--- src/rtl/logicnet_lut_neuron_rt_if.sv ---
// Lookup/config bundle for the runtime-programmable LUT neuron.
//   cfg_we/cfg_addr/cfg_data/cfg_clear : table programming from the controller
//   in_valid/in_ready/in_data          : lookup request (address = fan-in activations)
//   out_valid/out_ready/out_data       : registered looked-up activation
// master = upstream controller/fan-in side, slave = the neuron.
interface logicnet_lut_neuron_rt_if #(
    parameter int unsigned IN_BITS  = 6,
    parameter int unsigned OUT_BITS = 2
);
    logic                cfg_we;
    logic [IN_BITS-1:0]  cfg_addr;
    logic [OUT_BITS-1:0] cfg_data;
    logic                cfg_clear;
    logic                in_valid;
    logic                in_ready;
    logic [IN_BITS-1:0]  in_data;
    logic                out_valid;
    logic                out_ready;
    logic [OUT_BITS-1:0] out_data;

    modport master (
        output cfg_we, cfg_addr, cfg_data, cfg_clear,
        output in_valid, in_data, out_ready,
        input  in_ready, out_valid, out_data
    );

    modport slave (
        input  cfg_we, cfg_addr, cfg_data, cfg_clear,
        input  in_valid, in_data, out_ready,
        output in_ready, out_valid, out_data
    );
endinterface

--- src/rtl/logicnet_lut_neuron_rt.sv ---
// Runtime-programmable registered LUT neuron.
// Holds a 2^IN_BITS-entry truth table in distributed RAM, swept to zero after
// reset or on cfg_clear, and serves lookups through a valid/ready handshake
// with one registered output stage.
// Ports:
//   clk        : clock, rising edge
//   rst        : synchronous active-high reset
//   bus        : slave side of logicnet_lut_neuron_rt_if (cfg, lookup, result)
//   busy       : high while the clear sweep is running
//   lookup_cnt : accepted lookups since reset/clear, saturating
module logicnet_lut_neuron_rt #(
    parameter int unsigned IN_BITS  = 6,
    parameter int unsigned OUT_BITS = 2,
    parameter int unsigned CNT_BITS = 16
) (
    input  logic                      clk,
    input  logic                      rst,
    logicnet_lut_neuron_rt_if.slave   bus,
    output logic                      busy,
    output logic [CNT_BITS-1:0]       lookup_cnt
);

    localparam int unsigned          DEPTH     = 2 ** IN_BITS;
    localparam logic [IN_BITS-1:0]   LAST_ADDR = IN_BITS'(DEPTH - 1);
    localparam logic [CNT_BITS-1:0]  CNT_MAX   = '1;

    typedef enum logic {
        CLEAR = 1'b0,
        RUN   = 1'b1
    } state_t;

    state_t               state_q, state_d;
    logic [IN_BITS-1:0]   clr_addr_q, clr_addr_d;
    logic                 enter_clear_c;
    logic                 accept_c;

    logic [OUT_BITS-1:0]  lut_mem [DEPTH];
    logic                 out_valid_q;
    logic [OUT_BITS-1:0]  out_data_q;
    logic [CNT_BITS-1:0]  lookup_cnt_q;

    // State and sweep-address register
    always_ff @(posedge clk) begin
        if (rst) begin
            state_q    <= CLEAR;
            clr_addr_q <= '0;
        end else begin
            state_q    <= state_d;
            clr_addr_q <= clr_addr_d;
        end
    end

    // Next state: sweep every entry once, then serve until cfg_clear
    always_comb begin
        state_d       = state_q;
        clr_addr_d    = clr_addr_q;
        enter_clear_c = 1'b0;
        case (state_q)
            CLEAR: begin
                clr_addr_d = clr_addr_q + IN_BITS'(1);
                if (clr_addr_q == LAST_ADDR) begin
                    state_d    = RUN;
                    clr_addr_d = '0;
                end
            end
            RUN: begin
                if (bus.cfg_clear) begin
                    state_d       = CLEAR;
                    enter_clear_c = 1'b1;
                end
            end
            default: state_d = CLEAR;
        endcase
    end

    assign busy         = (state_q == CLEAR);
    assign bus.in_ready = (state_q == RUN) && (!out_valid_q || bus.out_ready);
    assign accept_c     = bus.in_valid && bus.in_ready;

    // Table write port: the sweep owns it in CLEAR, cfg writes are dropped there.
    // No reset on the array; the sweep that follows reset zeroes it.
    always_ff @(posedge clk) begin
        if (!rst) begin
            if (state_q == CLEAR) begin
                lut_mem[clr_addr_q] <= '0;
            end else if (bus.cfg_we) begin
                lut_mem[bus.cfg_addr] <= bus.cfg_data;
            end
        end
    end

    // Output stage; reading lut_mem here sees the pre-write entry on a collision
    always_ff @(posedge clk) begin
        if (rst) begin
            out_valid_q <= 1'b0;
            out_data_q  <= '0;
        end else if (accept_c) begin
            out_valid_q <= 1'b1;
            out_data_q  <= lut_mem[bus.in_data];
        end else if (out_valid_q && bus.out_ready) begin
            out_valid_q <= 1'b0;
        end
    end

    // Saturating lookup counter, zeroed when a clear is requested
    always_ff @(posedge clk) begin
        if (rst) begin
            lookup_cnt_q <= '0;
        end else if (enter_clear_c) begin
            lookup_cnt_q <= '0;
        end else if (accept_c && (lookup_cnt_q != CNT_MAX)) begin
            lookup_cnt_q <= lookup_cnt_q + CNT_BITS'(1);
        end
    end

    assign bus.out_valid = out_valid_q;
    assign bus.out_data  = out_data_q;
    assign lookup_cnt    = lookup_cnt_q;

endmodule

--- src/flat_wrapper.sv ---
// flat-port wrapper written by rule: the top's interface ports become plain ports
module logicnet_lut_neuron_rt_flat 
#(
    parameter int unsigned IN_BITS  = 6,
    parameter int unsigned OUT_BITS = 2,
    parameter int unsigned CNT_BITS = 16
)
  (clk, rst, busy, lookup_cnt, bus_cfg_we, bus_cfg_addr, bus_cfg_data, bus_cfg_clear, bus_in_valid, bus_in_data, bus_out_ready, bus_in_ready, bus_out_valid, bus_out_data);
  logicnet_lut_neuron_rt_if #(.IN_BITS(IN_BITS), .OUT_BITS(OUT_BITS)) bus_i ();
  input  logic clk;
  input  logic rst;
  output logic busy;
  output logic [CNT_BITS-1:0] lookup_cnt;
  input wire logic [$bits(bus_i.cfg_we)-1:0] bus_cfg_we;
  input wire logic [$bits(bus_i.cfg_addr)-1:0] bus_cfg_addr;
  input wire logic [$bits(bus_i.cfg_data)-1:0] bus_cfg_data;
  input wire logic [$bits(bus_i.cfg_clear)-1:0] bus_cfg_clear;
  input wire logic [$bits(bus_i.in_valid)-1:0] bus_in_valid;
  input wire logic [$bits(bus_i.in_data)-1:0] bus_in_data;
  input wire logic [$bits(bus_i.out_ready)-1:0] bus_out_ready;
  output wire logic [$bits(bus_i.in_ready)-1:0] bus_in_ready;
  output wire logic [$bits(bus_i.out_valid)-1:0] bus_out_valid;
  output wire logic [$bits(bus_i.out_data)-1:0] bus_out_data;
  assign bus_i.cfg_we = bus_cfg_we;
  assign bus_i.cfg_addr = bus_cfg_addr;
  assign bus_i.cfg_data = bus_cfg_data;
  assign bus_i.cfg_clear = bus_cfg_clear;
  assign bus_i.in_valid = bus_in_valid;
  assign bus_i.in_data = bus_in_data;
  assign bus_i.out_ready = bus_out_ready;
  assign bus_in_ready = bus_i.in_ready;
  assign bus_out_valid = bus_i.out_valid;
  assign bus_out_data = bus_i.out_data;
  logicnet_lut_neuron_rt #(.IN_BITS(IN_BITS), .OUT_BITS(OUT_BITS), .CNT_BITS(CNT_BITS)) u_core (.clk(clk), .rst(rst), .bus(bus_i), .busy(busy), .lookup_cnt(lookup_cnt));
endmodule
--- config.mk ---
export PLATFORM = sky130hd
export DESIGN_NAME = logicnet_lut_neuron_rt_flat
export DESIGN_NICKNAME = d
export VERILOG_FILES = /design/src/rtl/logicnet_lut_neuron_rt_if.sv /design/src/rtl/logicnet_lut_neuron_rt.sv /design/src/flat_wrapper.sv
export SDC_FILE = /design/constraint.sdc
export NUM_CORES = 1
export LEC_CHECK = 0
export ABC_AREA = 1
export BUFFER_PORTS_ARGS = -buffer_cell sky130_fd_sc_hd__buf_4
export CELL_PAD_IN_SITES_DETAIL_PLACEMENT = 0
export CELL_PAD_IN_SITES_GLOBAL_PLACEMENT = 1
export CORE_AREA = 2 2 123 125
export CTS_BUF_LIST = sky130_fd_sc_hd__clkbuf_4 sky130_fd_sc_hd__clkbuf_8
export DETAILED_ROUTE_END_ITERATION = 10
export DIE_AREA = 0 0 125 127
export PLACE_DENSITY_LB_ADDON = 0.1
export SLEW_MARGIN = 20
export SYNTH_ARGS = -nofsm -noshare
export SYNTH_HDL_FRONTEND = slang
export SYNTH_SLANG_ARGS = --single-unit
--- constraint.sdc ---
create_clock -name clk -period 3.92 [get_ports clk]
set_input_delay 0 -clock clk [delete_from_list [all_inputs] [get_ports clk]]
set_output_delay 0 -clock clk [all_outputs]
set_load 0.005 [all_outputs]
# ---- Yosys cells after proc, flatten, opt, wreduce, memory -nomap -nowiden
# Memory sizes are Yosys's and may differ from the RTL's. A register that Yosys moved wholly into a read port is not among the register bits.
# Index checks and enable logic that the tools add are counted.
dict set report op_classes {
  n_reduce_logical 9
  muxes 18
  addsub 2
  bitwise_logic 1
  n_eq_ne 2
}
# cell n
set ops {}
lappend ops {{16-bit by 1-bit adder with 16-bit output (second input constant)} 1}
lappend ops {{16-bit != test (second input constant)} 1}
lappend ops {{1-bit 2-to-1 mux} 14}
lappend ops {{6-bit 2-to-1 mux} 2}
lappend ops {{6-bit by 1-bit adder with 6-bit output (second input constant)} 1}
lappend ops {{6-bit equality test (second input constant)} 1}
lappend ops {{1-bit logical AND} 4}
lappend ops {{2-bit OR reduction} 2}
lappend ops {{2-bit 2-to-1 mux} 1}
lappend ops {{1-bit case mux with 2 select lines} 1}
lappend ops {{2-bit nonzero test} 1}
lappend ops {{1-bit zero test} 1}
lappend ops {{1-bit logical OR} 1}
lappend ops {{1-bit inverter} 1}
dict set report word_totals {
  n_memories 1
  elab_cells 37
  output_inout_bits 21
  mem_bits_rw 128
  reg_bits 24
}
# name depth width read_ports rd_clocked_by_memory_dff wr line_no
set memory_table {}
lappend memory_table {u_core.lut_mem 64 2 1 1 1 logicnet_lut_neuron_rt.sv:37} ;# logic [OUT_BITS-1:0] lut_mem [DEPTH];

# ---- Longest topological paths before layout
dict set report logic_depth {
  depth_word 6
  mapped_depth 12
  mapped_depth_nobuf 11
}

# ---- Worst setup path before layout
# No wires, ideal clock.
dict set report synth_timing {
  path_kind {reg2reg}
  startpoint {register u_core.state_q}
  endpoint {memory u_core.lut_mem[0][0] (data pin)}
  path_stages_with_launch 5
  arrival_ns 2.206
  setup_slack_ns 1.214
  n_path_buf 2
  synth_period_minus_slack_ns 2.706
  setup_ns 0.500
  t_required_ns 3.420
  cell_sequence {dfxtp_1 > buf_4 > nand3_4 > buf_8 > nor2_1}
}
dict set report synth_via {
  elab_chain_len 5
}
# element line_no
set synth_rtl {}
lappend synth_rtl {{start: declaration} logicnet_lut_neuron_rt.sv:32} ;# state_t state_q, state_d;
lappend synth_rtl {{start signal: assignment} logicnet_lut_neuron_rt.sv:48} ;# state_q <= state_d;
lappend synth_rtl {{1-bit 2-to-1 mux} logicnet_lut_neuron_rt.sv:84} ;# if (state_q == CLEAR) begin
lappend synth_rtl {{1-bit 2-to-1 mux} logicnet_lut_neuron_rt.sv:83} ;# if (!rst) begin
lappend synth_rtl {{1-bit 2-to-1 mux (implied by the code)} logicnet_lut_neuron_rt.sv:87} ;# lut_mem[bus.cfg_addr] <= bus.cfg_data;
lappend synth_rtl {{2-bit OR reduction (no source line)} --}
lappend synth_rtl {{2-bit 2-to-1 mux (no source line)} --}
lappend synth_rtl {{end: declaration} logicnet_lut_neuron_rt.sv:37}
# No other way between the ends.

==> summary.txt <==
status = completed
Reg2Reg Depth = 12
Slew Limit Fails = 0
pwr dens = 393 mW/mm^2
Sw Ratio = 0.218
HP Class = in -> reg
Hold Crit Depth = 3
yosys warns = 0
fin util = 0.546
synth unique cells = 36
total negative slack = 0 ns
syn nets = 738
design area = 0.00788 sq mm
RePlAce Congestion = 0.842
Final HPWL DP = 11000 um
Synth-to-Final Area Change = 12.7%
Clk Latency, worst-skew pair = 0.45 ns
critical path depth in cells = 14
required time worst endpoint = 4.27 ns
Synth area leader = edfxtp_1
die height = 127 um
global-route wire length before repair = 27400 um
TritonCTS clock tree = built
Clock Skew = 0.00770 ns
vias in the first global route = 5282
area of the multi-input gates = 0.00231 sq mm
Initial DRC Count = 399
crit-path leading delay family = buffers and inverters
Die X = 125 um
post-layout min period = 3.22 ns
Post-DRT Antenna Nets = 0
clock power share = 0.377
Cell Rows = 44
via count = 5217
sum of buffers and inverters on the critical path = 5
number of max-cap violations = 0
Setup CP Type = in -> reg
# DRC = 0
largest net degree at the start of global routing = 66
Leakage = 2.98 nW
CTS Sinks = 154
area of placed instances = 0.00743 sq mm
register area = 0.00436 sq mm
logic gate share of total power = 0.057
RSZ-0062 raised after global routing = false
clk slew on worst S/H paths = 0.08 ns
total wire length = 16900 um
Vias/cell = 5.47
internal power = 2.42 mW
number of synthesized flops with an enable pin = 128
synthesized area = 0.00699 sq mm
CTS root buf = clkbuf_8
top cells by area, synth = edfxtp_1 (55%), nand2_1 (10%), nand3_1 (9.4%), dfxtp_1 (7.4%), nor2_1 (4.0%)
cell chain of the critical path = buf_4 -> clkinv_2 -> nand2_1 -> nand3_1 -> nand3_1 -> nand3_1 -> nand2_1 -> nand2_1 -> nand3_1 -> dlygate4sd3_1 -> nand3_1 -> dlygate4sd3_1 -> nand2_1 -> inv_1
Worst setup SP type = input pin
Fill cells = 1319
grt ovf = 0
crit-path max cell delay = 0.90 ns
Slew headroom = 0.297
layout cell share with drive strength beyond 1 = 0.133
Crit. End Element = flip-flop
number of hold violations in the final report = 0
CP max FO = 65
CP most frequent cell = nand3_1
Worst EP arrival = 3.57 ns
routed len/inst = 17.7 um
die footprint = 0.0159 sq mm
core area = 0.0144 sq mm
Cells after Synth = 716
Layout Nets = 780
Initial Utilization = 0.484
fmax = 310 MHz
clk buf depth = 2
P_sw = 675 uW
port bufs = 40
CTS HTree Levels = 4
total setup violations reported at the end of the flow = 0
sequential area share after synthesis = 0.625
Period Utilization, post-route = 0.822
Async SR Flop Fraction = 0
diodes inserted = 0
GRT Util Overall = 0.224
syn avg cell area = 9.76 sq um
Synth Register Bits = 154
Reg power frac = 0.567
CP max-delay cell = clkinv_2
top cell type's share of synthesized area = 0.550
initial antenna violation count = 0
total CTS buffers = 17
Tightest Pin Transition = 1.05 ns
I/O Pins = 41
first-pass iteration count of the detailed router = 7
worst ir drop on vdd = 211 uV
Most used DFF post-synth = edfxtp_1
-- power groups by stage --
stage / clock, mW / sequential [mW] / combinational, mW
finish: 1.17 / 1.76 / 0.176
global route: 1.27 / 1.76 / 0.194
CTS: 1.20 / 1.75 / 0.177
detailed placement: 0 / 1.79 / 0.171
global placement: 0 / 1.79 / 0.168
floorplan: 0 / 1.79 / 0.115
-- Yosys cell counts (4+ instances only) --
cell and n:
a21oi_1 17, buf_2 16, clkbuf_1 11, dfxtp_1 26
edfxtp_1 128, inv_1 40, inv_2 5, nand2_1 186
nand3_1 131, nand4_2 6, nor2_1 75, nor3_1 14
nor4_1 8, o21ai_0 14, o21ai_2 4, xor2_1 5
-- placed cells by master (no fill, tap or decap), types with 14 or more instances in the layout --
cell / netlist / final
a21oi_1: 17 / 17
buf_4: 1 / 46
clkbuf_8: 0 / 17
dfxtp_1: 26 / 26
edfxtp_1: 128 / 128
inv_1: 40 / 39
nand2_1: 186 / 186
nand3_1: 131 / 131
nor2_1: 75 / 73
nor3_1: 14 / 14
o21ai_0: 14 / 14
-- cell families (layout without fill, tap and decap cells) --
group           count (synthesis)  in the layout  share of synthesized area
compound gates                 42             42                     0.0356
buf+inv                        77            130                     0.0467
xor+xnor                        7              7                    0.00878
flops                         154            154                      0.625
simple gates                  434            434                      0.281
fa+ha+maj                       2              2                    0.00358
-- stage by stage --
| stage | power, mW | worst slack [ns] | hold WS, ns | instances |
|---|---|---|---|---|
| 2_1_floorplan | 1.91 | 1.21 | 0.0785 | 716 |
| 3_3_place_gp | 1.96 | 1.59 | 0.233 | 916 |
| 3_5_place_dp | 1.96 | 1.52 | 0.231 | 916 |
| 4_1_cts | 3.13 | 1.10 | 0.0724 | 953 |
| 5_1_grt | 3.22 | 0.447 | 0.106 | 953 |
| 6_report | 3.10 | 0.698 | 0.0924 | 953 |
-- tightest hold or removal path, stage by stage --
cell    delay [ns]
buf_4         0.10
inv_1         0.08
nor2_4        0.14
-- metal layers --
layer / share of wire / track usage / up-vias
met5: 0 / 0 / -
met4: 0.015 / 0.0706 / 0
met3: 0.056 / 0.0436 / 17
met2: 0.51 / 0.394 / 142
met1: 0.42 / 0.281 / 2516
li1: - / - / 2542
-- sequential cells by signal (all words and copies together), names as in the netlist --
signal,count
u_core.bus.out_data,2
u_core.bus.out_valid,1
u_core.clr_addr_q,6
u_core.lookup_cnt,16
u_core.lut_mem,128
u_core.state_q,1
-- what timing repair did --
item,4_1_cts,5_1_grt
hold endpoints to repair,13,0
gates resized for setup,0,0
setup buffers,0,0
endpoints found under the setup margin,0,0
hold buffers,7,0
-- path summary, 6_finish.rpt --
check	start	to	slack, ns
worst max-delay path	bus_in_data[0]	u_core.bus.out_data[0]$_SDFFE_PP0P_	0.70
worst min-delay path	bus_cfg_data[0]	u_core.lut_mem[45][0]$_DFFE_PP_	0.09
worst max register to register	u_core.lut_mem[37][0]$_DFFE_PP_	u_core.bus.out_data[0]$_SDFFE_PP0P_	1.54
worst min register to register	u_core.lookup_cnt[15]$_SDFFE_PP0P_	u_core.lookup_cnt[15]$_SDFFE_PP0P_	0.52
-- cell type report --
cell class / count / area share
flip-flops and latches: 154 / 0.554
multi-input cells: 485 / 0.293
repair buffers: 53 / 0.0527
clock buffers: 18 / 0.0307
well taps: 184 / 0.0292
inverters: 47 / 0.0229
clock inverters: 12 / 0.0168
Note: power is estimated with default switching activity, not from simulation.
